[config.mk]
export PLATFORM = sky130hd
export DESIGN_NAME = timer_ctrl
export DESIGN_NICKNAME = d
export VERILOG_FILES = /design/src/rtl/timer_ctrl.sv
export SDC_FILE = /design/constraint.sdc
export NUM_CORES = 1
export LEC_CHECK = 0
export ABC_AREA = 1
export CAP_MARGIN = 20
export CORE_ASPECT_RATIO = 1.4
export CORE_UTILIZATION = 35
export CTS_CLUSTER_DIAMETER = 150
export CTS_CLUSTER_SIZE = 24
export DETAILED_ROUTE_END_ITERATION = 7
export GPL_TIMING_DRIVEN = 1
export HOLD_SLACK_MARGIN = 0.06
export PLACE_DENSITY_LB_ADDON = 0.05
export SYNTH_ARGS = -nofsm -noshare
export SYNTH_HDL_FRONTEND = slang
export SYNTH_SLANG_ARGS = --single-unit
[constraint.sdc]
create_clock -name clk -period 1.85 [get_ports clk]
set_input_delay 0.185 -clock clk [delete_from_list [all_inputs] [get_ports clk]]
set_output_delay 0.185 -clock clk [all_outputs]
set_load 0.01 [all_outputs]
[src/rtl/timer_ctrl.sv]
// Interval timer controller: config capture, IDLE/RUN/DONE sequencing and counter load/reload.
// Optional sticky interrupt (irq/irq_clr) enabled by defining TIMER_CTRL_IRQ_STICKY_EN.
module timer_ctrl #(
    parameter int unsigned WIDTH = 4
) (
    input  logic             clk,
    input  logic             reset_n,
    input  logic             cfg_valid,
    output logic             cfg_ready,
    input  logic [WIDTH-1:0] cfg_period,
    input  logic             cfg_oneshot,
    input  logic             start,
    input  logic             stop,
    output logic             busy,
    output logic             done,
    output logic             tick,
    output logic [WIDTH-1:0] count,
    output logic [WIDTH-1:0] tick_cnt
`ifdef TIMER_CTRL_IRQ_STICKY_EN
    ,
    input  logic             irq_clr,
    output logic             irq
`endif
);

    localparam logic [1:0] ST_IDLE = 2'd0;
    localparam logic [1:0] ST_RUN  = 2'd1;
    localparam logic [1:0] ST_DONE = 2'd2;

    logic [1:0]       state_q, state_d;
    logic [WIDTH-1:0] count_q, count_d;
    logic [WIDTH-1:0] tick_cnt_q, tick_cnt_d;
    logic [WIDTH-1:0] period_q, period_d;
    logic             oneshot_q, oneshot_d;
    logic             cfg_fire;

    assign cfg_ready = (state_q != ST_RUN);
    assign busy      = (state_q == ST_RUN);
    assign done      = (state_q == ST_DONE);
    assign tick      = (state_q == ST_RUN) && (count_q == '0);
    assign count     = count_q;
    assign tick_cnt  = tick_cnt_q;
    assign cfg_fire  = cfg_valid && cfg_ready;

    always_comb begin
        state_d    = state_q;
        count_d    = count_q;
        tick_cnt_d = tick_cnt_q;
        period_d   = period_q;
        oneshot_d  = oneshot_q;

        if (cfg_fire) begin
            period_d  = cfg_period;
            oneshot_d = cfg_oneshot;
        end

        // Every expiry is counted, even when stop or restart wins the same cycle.
        if (tick) begin
            tick_cnt_d = tick_cnt_q + 1'b1;
        end

        case (state_q)
            ST_RUN: begin
                if (stop) begin
                    state_d = ST_IDLE;
                end else if (start) begin
                    count_d = period_q;
                end else if (tick) begin
                    if (oneshot_q) begin
                        state_d = ST_DONE;
                    end else begin
                        count_d = period_q;
                    end
                end else begin
                    count_d = count_q - 1'b1;
                end
            end
            default: begin
                if (stop) begin
                    state_d = ST_IDLE;
                end else if (start) begin
                    // period_d already reflects a same-cycle config handshake.
                    state_d    = ST_RUN;
                    count_d    = period_d;
                    tick_cnt_d = '0;
                end
            end
        endcase
    end

    always_ff @(posedge clk or negedge reset_n) begin
        if (!reset_n) begin
            state_q    <= ST_IDLE;
            count_q    <= '0;
            tick_cnt_q <= '0;
            period_q   <= '0;
            oneshot_q  <= 1'b0;
        end else begin
            state_q    <= state_d;
            count_q    <= count_d;
            tick_cnt_q <= tick_cnt_d;
            period_q   <= period_d;
            oneshot_q  <= oneshot_d;
        end
    end

`ifdef TIMER_CTRL_IRQ_STICKY_EN
    logic irq_q, irq_d;

    always_comb begin
        irq_d = irq_q;
        if (tick) begin
            irq_d = 1'b1;
        end else if (irq_clr) begin
            irq_d = 1'b0;
        end
    end

    always_ff @(posedge clk or negedge reset_n) begin
        if (!reset_n) begin
            irq_q <= 1'b0;
        end else begin
            irq_q <= irq_d;
        end
    end

    assign irq = irq_q;
`endif

endmodule

; Yosys cells after proc, flatten, opt, wreduce, memory -nomap -nowiden
; Cells that the tools add are included.
; W data, S select, Z words.
[word_totals]
register_bits = 15
in_bits = 10
out_inout_bits = 12
wordCells = 41
[classes]
addsub = 2
eq_ne = 5
mux = 19
n_bitwise = 1
n_reduce_logical = 9
[op_table]
columns = cell, count
row1 = $mux W4, 12
row2 = $mux W2, 7
row3 = $reduce_bool A3 Y1, 3
row4 = $ne A3 B3 Y1 const B, 2
row5 = $add A4 B1 Y4 const B, 1
row6 = $logic_not A4 Y1, 1
row7 = $reduce_and A4 Y1, 1
row8 = $sub A4 B1 Y4 const B, 1
row9 = $reduce_and A3 Y1, 1
row10 = $eq A2 B1 Y1 const B, 1
row11 = $eq A2 B2 Y1 const B, 1
row12 = $logic_and A1 B1 Y1, 2
row13 = $ne A2 B1 Y1 const B, 1
row14 = $reduce_bool A2 Y1, 1
row15 = $not A1 Y1, 1

; Longest topological paths before layout
; Gate-level depths: netlist of the first run.
[depth]
ltp_word = 6
ltp_mapped = 10
mapped_depth_nobuf = 9

; Least setup slack after synthesis of the first run
; Ideal clock, no wire load.
[synth_path]
path_kind = register -> register
startpoint = register count_q[0], in the netlist count[0]
endpoint = register count_q[2], in the netlist count[2]
arrival_time_ns = 1.299
required_ns = 1.729
setup_slack_ns = 0.430
path_stages_with_launch = 10
synth_period_minus_slack_ns = 1.420
cell_sequence = dfrtp_1 -> inv_1 -> ha_1 -> inv_1 -> nor2_1 -> nand4_1 -> nand2_4 -> inv_2 -> nor2_1 -> a21oi_2
[synth_via]
elab_chain_cells = 6
elab_cells_between_ends = 9
cone_classes = add/sub: 1 / eq/ne: 1 / mux: 4 / reduce/logical: 3
[synth_lines]
columns = element, line
row1 = "start, declared", 31  ; logic [WIDTH-1:0] count_q, count_d;
row2 = "start signal, assigned", 100  ; count_q <= count_d;
row3 = "parallel branches: the longest is 6 deep, another holds $sub A4 B1 Y4", n/a
; Several ways; the timed one is not identified. The select of a mux whose other input is x is not followed.
; A chain may end at the register's enable or synchronous reset.

; Final worst setup path of the first run
[layout_path]
startpoint = register count_q[0], in the netlist count[0]
endpoint = output tick
[layout_via]
elab_chain_cells = 2
[layout_lines]
columns = element, line
row1 = $logic_not A4 Y1, 40  ; assign tick = (state_q == ST_RUN) && (count_q == '0);
row2 = $logic_and A1 B1 Y1, 40
row3 = "end, declared", 16  ; output logic tick,
; Every way passes these cells.

==> impl_metrics.env, run 1 <==
export IMPL_p_leak_nw=0.637
export IMPL_grt_overflow_total=0
export IMPL_cts_sinks=15
export IMPL_drc=0
export IMPL_setup_tns_ps=0
export IMPL_fillers=279
export IMPL_startpoint_type="flip-flop"
export IMPL_initial_utilization=0.365
export IMPL_pre_cts_ws_ps=137
export IMPL_slew_viol_final=0
export IMPL_syn_area_sq_um=955
export IMPL_skew_ps=0.393
export IMPL_post_dp_hpwl_um=1610
export IMPL_fin_area_sq_um=1250
export IMPL_die_h_um=63.8
export IMPL_tightest_slew_ps=280
export IMPL_ctsResizeCount=1
export IMPL_ctsHoldBuffers=0
export IMPL_intPower_mw=0.640
export IMPL_switching_power_mw=0.346
export IMPL_drive_above_1_share=0.158
export IMPL_rsz0062_at_grt="false"
export IMPL_outcome="completed"
export IMPL_max_freq_mhz=570
export IMPL_critical_path_top_delay_family="flip-flops"
export IMPL_relSlewSlack=0.813
export IMPL_placed_area_sq_um=1220
export IMPL_clk_pin_slew_ps=90
export IMPL_hold_violations=0
export IMPL_dp_cells=184
export IMPL_antenna_found_initial=0
export IMPL_power_frac_comb=0.391
export IMPL_drt_wirelength_per_cell_um=10.8
export IMPL_cts_buffers_inserted=3
export IMPL_die_area_sq_um=2940
export IMPL_place_congestion=0.769
export IMPL_powerDensity_nw_per_um2=786
export IMPL_cts_root_buf="clkbuf_4"
export IMPL_synth_compound_area_frac=0.0695
export IMPL_synthMuxAreaShare=0.0118
export IMPL_r2r_start="count[0]$_DFFE_PN0P_"
export IMPL_multi_input_area_sq_um=487
export IMPL_antennaDiodeCount=0
export IMPL_layout_setup_ws_ps=97.1
export IMPL_yosys_warnings=0
export IMPL_finalPower_mw=0.986
export IMPL_nets=166
export IMPL_cpPeakStageDelay_ps=420
export IMPL_critPathMaxFanout=5
export IMPL_yosysTopAreaCellShare=0.393
export IMPL_p_sw_frac=0.351
export IMPL_path_buf_inv=2
export IMPL_cp_cell_sequence="inv_1, ha_1, nand2_1, nor2_8, dlygate4sd2_1"
export IMPL_drt_iter0_drc=15
export IMPL_core_sq_um=2620
export IMPL_grt_pass1_vias=918
export IMPL_ys_ff_latch=15
export IMPL_grt_pass1_wl_um=3610
export IMPL_arrival_ps=1570
export IMPL_finalNonFillerCells=188
export IMPL_hold_path_class="primary input to async pin"
export IMPL_track_usage=0.166
export IMPL_regArea_sq_um=375
export IMPL_synth_top_cell_by_area="dfrtp_1"
export IMPL_synth_distinct_cells=20
export IMPL_dr_pass1_iters=2
export IMPL_r2r_cells=9
export IMPL_grt_max_degree=16
export IMPL_rows=22
export IMPL_ctsLongestPathBuffers=2
export IMPL_min_period_ps=1750
export IMPL_synthCells=124
export IMPL_cp_slowest_cell="dfrtp_1"
export IMPL_cts_setup_buffers=0
export IMPL_worst_skew_pair_late_latency_ps=290
export IMPL_cp_startpoint="count[0]$_DFFE_PN0P_"
export IMPL_synth_top_family_by_area="simple AND/OR/NAND/NOR gates"
export IMPL_synth_adder_area_share=0.0393
export IMPL_post_route_period_util=0.948
export IMPL_syn_nets=137
export IMPL_wl_um=2030
export IMPL_ir_drop_uv=386
export IMPL_yosysSeqAreaShare=0.393
export IMPL_seqPwrFrac=0.414
export IMPL_reg2reg_to="count[1]$_DFFE_PN0P_"
export IMPL_via_per_inst=4.61
export IMPL_cp_required_ps=1660
export IMPL_cp_num_cells=5
export IMPL_io_buffers=21
export IMPL_synth_xor_area_frac=0.0275
export IMPL_cts_htree_levels=1
export IMPL_vias=867
export IMPL_synth_area_leaders="dfrtp_1 39%, nand2_1 9.4%, nor2_1 8.3%"
export IMPL_syn_to_final_growth_pct=31.5
export IMPL_end_kind="output pin"
export IMPL_synth_simple_gate_area_frac=0.356
export IMPL_syn_avg_cell_area_sq_um=7.70
export IMPL_ant_nets=0
export IMPL_die_w_um=46.1
export IMPL_rrSetupSlack_ps=290
export IMPL_cap_violations=0
export IMPL_setup_viol_count_final=0
export IMPL_path_class="flip-flop to output pin"
export IMPL_pwr_share_clk=0.195
export IMPL_cts_tree="built"
export IMPL_crit_path_end="tick"
export IMPL_ioPinCount=22
[Yosys cell counts]
master / count
nand3b_1: 4
nand2_2: 5
xnor2_1: 3
mux2_2: 1
a21oi_2: 4
inv_1: 19
nor2_1: 21
nor2_4: 1
a31oi_1: 1
a21oi_1: 1
nand2_1: 24
o21ai_0: 4
nor2_8: 1
inv_2: 3
ha_1: 3
dfrtp_1: 15
nand2_4: 2
buf_8: 1
nand4_1: 1
nand3_1: 10
[worst min path at each step]
stage / from / to / slack [ps] / depth (start not counted)
after floorplan: reset_n / count[0]$_DFFE_PN0P_ / -110 / 0
after global placement: state_q[1]$_DFFE_PN0P_ / state_q[1]$_DFFE_PN0P_ / 470 / 2
after detailed placement: state_q[1]$_DFFE_PN0P_ / state_q[1]$_DFFE_PN0P_ / 480 / 2
after CTS: reset_n / state_q[0]$_DFFE_PN0P_ / 220 / 2
after global routing: reset_n / state_q[0]$_DFFE_PN0P_ / 240 / 2
final: reset_n / state_q[0]$_DFFE_PN0P_ / 210 / 2
[flip-flops by register name, summed over array words and instances, names as in the netlist]
signal / count
count: 4
tick_cnt: 4
state_q: 2
period_q: 4
oneshot_q: 1
[final cells by class]
class	count	area share
multi-input cells	86	0.388
well taps	36	0.0359
flip-flops and latches	15	0.299
clock buffers	4	0.0209
repair buffers	25	0.190
inverters	22	0.0658
[cells by family (layout without fill, tap and decap cells)]
kind of cell | after synthesis | count (layout)
compound gates | 10 | 10
simple gates | 69 | 69
mux | 1 | 1
xor+xnor | 3 | 3
buf+inv | 23 | 51
flops | 15 | 15
fa+ha+maj | 3 | 3
[through the flow]
stage,hold WS [ps],utilization
finish,209,0.480
global placement,471,0.468
global route,240,0.480
CTS,218,0.478
detailed placement,476,0.468
floorplan,-111,-
[cells in the final DEF, fill, tap and decap left out, types with 4 or more instances in the layout]
cell              n
nand2_1          24
nor2_1           21
clkdlybuf4s50_1  20
inv_1            19
dfrtp_1          15
nand3_1          10
nand2_2           4
o21ai_0           4
nand3b_1          4
a21oi_2           4
buf_4             4
[power groups by stage]
stage | Combinational, mW | Clock (mW) | Sequential (mW)
after floorplan | 0.207 | 0 | 0.432
after global placement | 0.386 | 0 | 0.414
after detailed placement | 0.388 | 0 | 0.416
after CTS | 0.391 | 0.197 | 0.409
after global routing | 0.434 | 0.211 | 0.415
final | 0.386 | 0.192 | 0.408
[routing by layer]
metal	track usage	share of wire	vias up
met2	0.301	0.56	20
met4	0.0882	0.031	0
met3	0.0169	0.024	7
met5	0	0	-
li1	-	-	441
met1	0.176	0.39	399
(Power assumes the default switching activity.)
==> run 2, diff against run 1 <==
--- a/config.mk
+++ b/config.mk
@@ -9,7 +9,7 @@
 export CAP_MARGIN = 20
 export CORE_ASPECT_RATIO = 1.4
 export CORE_UTILIZATION = 35
-export CTS_CLUSTER_DIAMETER = 150
+export CTS_CLUSTER_DIAMETER = 50
 export CTS_CLUSTER_SIZE = 24
 export DETAILED_ROUTE_END_ITERATION = 7
 export GPL_TIMING_DRIVEN = 1
==> results of run 2 <==
No change in the layout: final DEF, timing and power equal those of run 1.
